$ cat config.mk
export PLATFORM = sky130hd
export DESIGN_NAME = ppi_commutator_ctrl
export DESIGN_NICKNAME = d
export VERILOG_FILES = /design/src/rtl/ppi_pkg.sv /design/src/rtl/ppi_fill_counter.sv /design/src/rtl/ppi_commutator_ctrl.sv
export SDC_FILE = /design/constraint.sdc
export NUM_CORES = 1
export LEC_CHECK = 0
export CAP_MARGIN = 25
export CORE_AREA = 5 5 42 44
export DETAILED_ROUTE_END_ITERATION = 8
export DIE_AREA = 0 0 47 49
export PLACE_DENSITY = 0.72
export REMOVE_ABC_BUFFERS = 1
export SYNTH_ARGS = -nofsm -noshare
export SYNTH_HDL_FRONTEND = slang
export SYNTH_SLANG_ARGS = --single-unit
$ cat constraint.sdc
create_clock -name i_clk -period 2.4 [get_ports i_clk]
set_input_delay 0.6 -clock i_clk [delete_from_list [all_inputs] [get_ports i_clk]]
set_output_delay 0.6 -clock i_clk [all_outputs]
set_load 0.02 [all_outputs]
$ cat src/rtl/ppi_pkg.sv
// Shared types and helpers for the filt_ppi polyphase interpolator blocks.
package ppi_pkg;

  typedef enum logic [2:0] {
    S_IDLE  = 3'd0,
    S_SHIFT = 3'd1,
    S_START = 3'd2,
    S_WAIT  = 3'd3,
    S_OUT   = 3'd4
  } ppi_state_t;

  // $clog2 with a floor of 1 so that single-value selectors still get a bit.
  function automatic int ppi_clog2_min1(input int value);
    int w;
    w = $clog2(value);
    return (w < 1) ? 1 : w;
  endfunction

endpackage

$ cat src/rtl/ppi_fill_counter.sv
// Saturating fill counter with a terminal flag; shared by interpolator and decimator controllers.
module ppi_fill_counter #(
  parameter int gp_max   = 4,
  parameter int gp_width = $clog2(gp_max + 1)
) (
  input  logic                i_clk,
  input  logic                i_rst,
  input  logic                i_ena,
  output logic [gp_width-1:0] o_count,
  output logic                o_full
);

  localparam logic [gp_width-1:0] c_max = gp_width'(gp_max);

  logic [gp_width-1:0] count;

  always_ff @(posedge i_clk) begin
    if (i_rst) begin
      count <= '0;
    end else if (i_ena && (count != c_max)) begin
      count <= count + gp_width'(1);
    end
  end

  assign o_count = count;
  assign o_full  = (count == c_max);

endmodule

$ cat src/rtl/ppi_commutator_ctrl.sv
// Commutator sequencer for the polyphase interpolator: one input sample, L phase MACs, L outputs.
// Define PPI_CTRL_PRIME_GATE_EN to skip the phase sweep for warm-up samples.
module ppi_commutator_ctrl
  import ppi_pkg::*;
#(
  parameter int  gp_interp_factor = 4,
  parameter int  gp_nr_stages     = 4,
  localparam int c_phase_width    = ppi_clog2_min1(gp_interp_factor),
  localparam int c_fill_width     = $clog2(gp_nr_stages + 1)
) (
  input  logic                     i_clk,
  input  logic                     i_rst,
  input  logic                     i_data_valid,
  output logic                     o_data_ready,
  output logic                     o_sr_ena,
  output logic [c_phase_width-1:0] o_phase,
  output logic                     o_mac_start,
  input  logic                     i_mac_done,
  output logic                     o_out_valid,
  input  logic                     i_out_ready,
  output logic                     o_primed,
  output logic                     o_busy
);

  localparam logic [c_phase_width-1:0] c_last_phase = c_phase_width'(gp_interp_factor - 1);

  ppi_state_t               state;
  ppi_state_t               state_nxt;
  logic [c_phase_width-1:0] phase;
  logic [c_phase_width-1:0] phase_nxt;
  logic [c_fill_width-1:0]  fill_cnt;
  logic                     fill_full;
  logic                     warmup_skip;

  ppi_fill_counter #(
    .gp_max   (gp_nr_stages),
    .gp_width (c_fill_width)
  ) u_fill (
    .i_clk   (i_clk),
    .i_rst   (i_rst),
    .i_ena   (o_sr_ena),
    .o_count (fill_cnt),
    .o_full  (fill_full)
  );

`ifdef PPI_CTRL_PRIME_GATE_EN
  // Pre-increment count: the sample that completes the fill still sweeps all phases.
  assign warmup_skip = (fill_cnt < c_fill_width'(gp_nr_stages - 1));
`else
  logic unused_fill;
  assign unused_fill = ^fill_cnt;
  assign warmup_skip = 1'b0;
`endif

  always_comb begin
    state_nxt = state;
    phase_nxt = phase;
    case (state)
      S_IDLE: begin
        if (i_data_valid) state_nxt = S_SHIFT;
      end
      S_SHIFT: begin
        phase_nxt = '0;
        state_nxt = warmup_skip ? S_IDLE : S_START;
      end
      S_START: begin
        state_nxt = S_WAIT;
      end
      S_WAIT: begin
        if (i_mac_done) state_nxt = S_OUT;
      end
      S_OUT: begin
        if (i_out_ready) begin
          if (phase == c_last_phase) begin
            phase_nxt = '0;
            state_nxt = S_IDLE;
          end else begin
            phase_nxt = phase + c_phase_width'(1);
            state_nxt = S_START;
          end
        end
      end
      default: begin
        phase_nxt = '0;
        state_nxt = S_IDLE;
      end
    endcase
  end

  // Outputs are registered from the next-state decode so they align with the state they describe.
  always_ff @(posedge i_clk) begin
    if (i_rst) begin
      state        <= S_IDLE;
      phase        <= '0;
      o_data_ready <= 1'b1;
      o_busy       <= 1'b0;
      o_sr_ena     <= 1'b0;
      o_mac_start  <= 1'b0;
      o_out_valid  <= 1'b0;
    end else begin
      state        <= state_nxt;
      phase        <= phase_nxt;
      o_data_ready <= (state_nxt == S_IDLE);
      o_busy       <= (state_nxt != S_IDLE);
      o_sr_ena     <= (state_nxt == S_SHIFT);
      o_mac_start  <= (state_nxt == S_START);
      o_out_valid  <= (state_nxt == S_OUT);
    end
  end

  assign o_phase  = phase;
  assign o_primed = fill_full;

endmodule

; Word-level counts from Yosys, hierarchy flattened
; Index checks and enable logic that the tools add are counted.
; W data, S select, Z words.
[totals]
latch_bits = 0
reg_bits = 13
in_bits = 5
rom_bits = 0
mem_bits_rw = 0
memories = 0
word_cells = 36
output_inout_bits = 8
[classes]
n_reduce_logical = 6
n_lt_le_gt_ge = 0
multipliers = 0
div = 0
muxes = 8
n_eq_ne = 11
n_shift = 0
addsub = 2
n_bitwise = 1
[op_table]
columns = cell, count
row1 = $pmux W3 S5, 1
row2 = $eq A3 B2 Y1 const B, 3
row3 = $eq A3 B3 Y1 const B, 3
row4 = $mux W3, 3
row5 = $eq A3 B1 Y1 const B, 2
row6 = $logic_not A3 Y1, 2
row7 = $mux W2, 3
row8 = $pmux W2 S2, 1
row9 = $add A3 B1 Y3 const B, 1
row10 = $ne A3 B3 Y1 const B, 1
row11 = $reduce_bool A3 Y1, 1
row12 = $reduce_or A3 Y1, 1
row13 = $add A2 B1 Y2 const B, 1
row14 = $eq A2 B2 Y1 const B, 1
row15 = $ne A2 B2 Y1 const B, 1
row16 = $reduce_and A2 Y1, 1
row17 = $logic_and A1 B1 Y1, 1
row18 = $not A1 Y1, 1

; Depth between registers and ports, before layout
[depth]
word_depth = 5
ltp_mapped = 5
depth_no_buf = 5

; By module
; Synthesis repeated with hierarchy kept, for this count alone.
[unflattened]
cells_unflattened = 59
hier_area_um2 = 629.4
[by_module_without_submodules]
columns = module, area_per_inst_um2, seq_area_each_um2, cells_each, n_inst
row1 = ppi_commutator_ctrl, 446.7, 200.2, 41, 1
row2 = ppi_fill_counter, 182.7, 60.1, 18, 1

; Least setup slack after synthesis
; No wires, ideal clock.
[synth_timing]
path_type = reg-to-output
startpoint = register u_fill.count[0] (netlist: u_fill.o_count[0])
endpoint = output o_primed
arrival_ns = 0.804
slack_ns = 0.996
required_time_ns = 1.800
path_stages_with_launch = 4
path_buffers = 0
cell_sequence = dfxtp_1 -> inv_1 -> ha_1 -> and2_1
[synth_between]
elab_chain_len = 1
[synth_lines]
columns = item, line_no
row1 = start: declaration, ppi_fill_counter.sv:15  ; logic [gp_width-1:0] count;
row2 = start signal: assignment, ppi_fill_counter.sv:21  ; count <= count + gp_width'(1);
row3 = $eq A3 B3 Y1, ppi_fill_counter.sv:26  ; assign o_full = (count == c_max);
row4 = end: declaration, ppi_commutator_ctrl.sv:21  ; output logic o_primed,
; No other way between the ends.

; Final worst setup path
; Same ends and word-level chain as after synthesis.

==> impl_metrics.py <==
metrics = {
    "status": {
        "status": "complete, no violations",
    },
    "power": {
        "p_int_w": 0.000327,
        "p_sw_w": 0.000124,
        "ir_worst_vdd_uv": 258,
        "leakage_nw": 0.291,
        "p_comb_frac": 0.165,
        "pwr-share-seq": 0.532,
        "switching_share": 0.275,
        "clockPowerShare": 0.303,
        "power.density_nw_per_um2": 606,
    },
    "sta": {
        "min_period_ns": 2.20,
        "finalHoldViolCount": 0,
        "slew_viol_final": 0,
        "fin_skew_ns": 0.0189,
        "maxSlewHeadroom": 0.682,
        "tightest_slew_ns": 0.476,
        "rsz0062_at_grt": "no",
        "max_freq_mhz": 455,
        "period_share": 0.916,
        "fin_setup_tns_ns": 0,
        "setup_viol": 0,
    },
    "logic_synthesis": {
        "synth-edff-count": 0,
        "synth_most_common_cell": "dfxtp_1",
        "synth_common_cells": "dfxtp_1, a21oi_1, inv_1",
        "avgSynthCellArea_um2": 9.60,
        "ys_ff_latch": 13,
        "netlist.area_leader.share": 0.444,
        "synth_top_area_cell": "dfxtp_1",
        "synthMuxAreaShare": 0.0171,
        "yosys-top-cells-area": "dfxtp_1, ha_1, a21oi_1, and4b_1, nor3_1",
        "netlist_instances": 61,
        "synth_compound_area_frac": 0.177,
        "synth_simple_gate_area_frac": 0.241,
        "yosys.cell_types.count": 29,
        "yosys.area_share.xor_xnor": 0.0150,
        "synth_area_um2": 586,
        "ys_seq_area_frac": 0.444,
        "synth_top_family_by_area": "simple AND/OR/NAND/NOR gates",
        "synth-main-ff-cell": "dfxtp_1",
        "synth_async_sr_flop_share": 0,
        "synth_fa_ha_area_frac": 0.0641,
        "yosysWarnings": 0,
    },
    "setup_path": {
        "r2r_slack_ns": 1.02,
        "cp_slowest_stage_delay_ns": 0.53,
        "path_class": "flop to output port",
        "worstSetupEndpointType": "output port",
        "cp.required_ns": 1.80,
        "cp_cell_sequence": "inv_1 > ha_1 > and2_1 > clkdlybuf4s50_1",
        "cp_max_fo": 3,
        "cp.arrival_ns": 1.60,
        "setup.worst_path.start_class": "flop",
        "crit_slowest_cell": "clkdlybuf4s50_1",
    },
    "drt": {
        "vias": 481,
        "firstDrtPassIters": 4,
        "remaining_drc_errors": 0,
        "drtIter0Drc": 8,
        "wire_per_inst_um": 12.2,
        "wirelength_um": 1110,
        "ant_nets": 0,
        "via_per_inst": 5.29,
    },
    "cells_and_area": {
        "area_growth_pct": 27.1,
        "stdcell_area_um2": 744,
        "drive_gt1_frac": 0.0933,
        "fill_cells": 144,
        "nets": 84,
        "diodes": 0,
    },
    "place": {
        "numPortBuffers": 12,
        "gp_congestion": 0.744,
        "hpwlAfterDp_um": 834,
        "place_area_um2": 717,
    },
    "cts": {
        "cts_tree": "done",
        "clk_path_buf_depth": 2,
        "cts_resized": 0,
        "clk_pin_slew_worst_paths_ns": 0.09,
        "clock_sinks": 13,
        "postCtsSetupBuffers": 0,
        "cts_buffers": 3,
        "htree_levels": 1,
        "cts-root-buf": "clkbuf_4",
        "cts_hold_buf": 0,
        "clock_latency_ns": 0.28,
    },
    "global_routing": {
        "grt_util_met3": 0.0332,
        "grt_max_degree": 14,
        "top_usage_layer": "met2",
        "gr-usage-met2": 0.161,
        "antenna_found_initial": 0,
        "overflow": 0,
        "use_met1": 0.144,
        "grt_pass1_wl_um": 1850,
        "grtUsageTotal": 0.111,
        "grt_pass1_vias": 447,
    },
    "floorplan": {
        "coreArea_um2": 1400,
        "die_h_um": 49,
        "die_area_um2": 2300,
        "dieWidth_um": 47,
        "floorplan.rows": 14,
        "initial_core_util": 0.418,
        "ios": 13,
    },
    "flow_run": {
        "cap_violations": 0,
    },
    "min_path": {
        "hp-class": "flop to flop",
    },
}
-- routing by layer --
layer,vias up,share of wire
li1,248,-
met1,218,0.46
met2,13,0.46
met3,2,0.058
met4,0,0.015
met5,-,0
-- area by class of cell --
class	count	area (um2)	area share
multi-input combinational	42	302	0.405
sequential	13	260	0.350
timing repair buffer	12	120	0.161
clock buffer	3	22.5	0.0303
tap	16	20.0	0.0269
inverter	4	15.0	0.0202
clock inverter	1	5.00	0.00672
-- state kept, by name, summed over array words and instances, names as in the netlist --
| signal | flops |
|---|---|
| state | 3 |
| u_fill.o_count | 3 |
| o_phase | 2 |
| o_busy | 1 |
| o_data_ready | 1 |
| o_mac_start | 1 |
| o_out_valid | 1 |
| o_sr_ena | 1 |
-- per-stage QoR --
step / setup slack, ns / hold slack (ns) / std cells / utilization / power (W)
final: 0.200 / 0.538 / 91 / 0.531 / 0.000451
after global routing: 0.138 / 0.569 / 91 / 0.531 / 0.000476
after CTS: 0.172 / 0.537 / 91 / 0.531 / 0.000457
after detailed placement: 0.478 / 0.523 / 87 / 0.512 / 0.000320
after global placement: 0.507 / 0.508 / 87 / 0.512 / 0.000317
after floorplan: 0.996 / 0.487 / 59 / - / 0.000288
-- cell families after synthesis --
| kind of cell | count (synthesis) |
|---|---|
| buf+inv | 6 |
| xor+xnor | 1 |
| simple gates | 22 |
| fa+ha+maj | 3 |
| compound gates | 15 |
| mux | 1 |
| flops | 13 |
-- worst max-delay path, delay by kind of cell (launching register included) --
family / cells / cell delay [ns]
and+or+nand+nor: 1 / 0.16
buffers and inverters: 2 / 0.59
DFF: 1 / 0.38
adders and majority gates: 1 / 0.21
-- final timing paths --
path	endpoint	startpoint	cells after the start
hold / removal	o_phase[0]	o_phase[0]	2
hold reg to reg	o_phase[0]	o_phase[0]	2
setup reg to reg	o_mac_start	state[2]	3
setup / recovery	o_primed	u_fill.o_count[0]	4
-- placed cells by master, fill, tap and decap left out, drive strengths merged --
cell / count
dfxtp: 13
nand2b: 1
ha: 3
and3b: 1
o31ai: 1
nor3: 3
o21ai: 1
and2: 1
clkinv: 1
o21bai: 1
a2111oi: 1
a221o: 1
and2b: 1
nand3b: 2
nor2: 4
nor2b: 1
and4b: 2
a21boi: 2
nand3: 1
clkdlybuf4s50: 12
mux2i: 1
a21oi: 7
clkbuf: 3
xnor2: 1
or4b: 1
nand2: 3
a221oi: 1
inv: 4
nor4b: 1
-- power by group through the flow --
stage | combinational, W | clock [W] | sequential [W]
after global placement | 0.0000733 | 0 | 0.000244
after detailed placement | 0.0000744 | 0 | 0.000245
after global routing | 0.0000816 | 0.000152 | 0.000242
after CTS | 0.0000749 | 0.000142 | 0.000240
after floorplan | 0.0000380 | 0 | 0.000250
final | 0.0000742 | 0.000137 | 0.000240
Power figures use the tool's default switching activity.
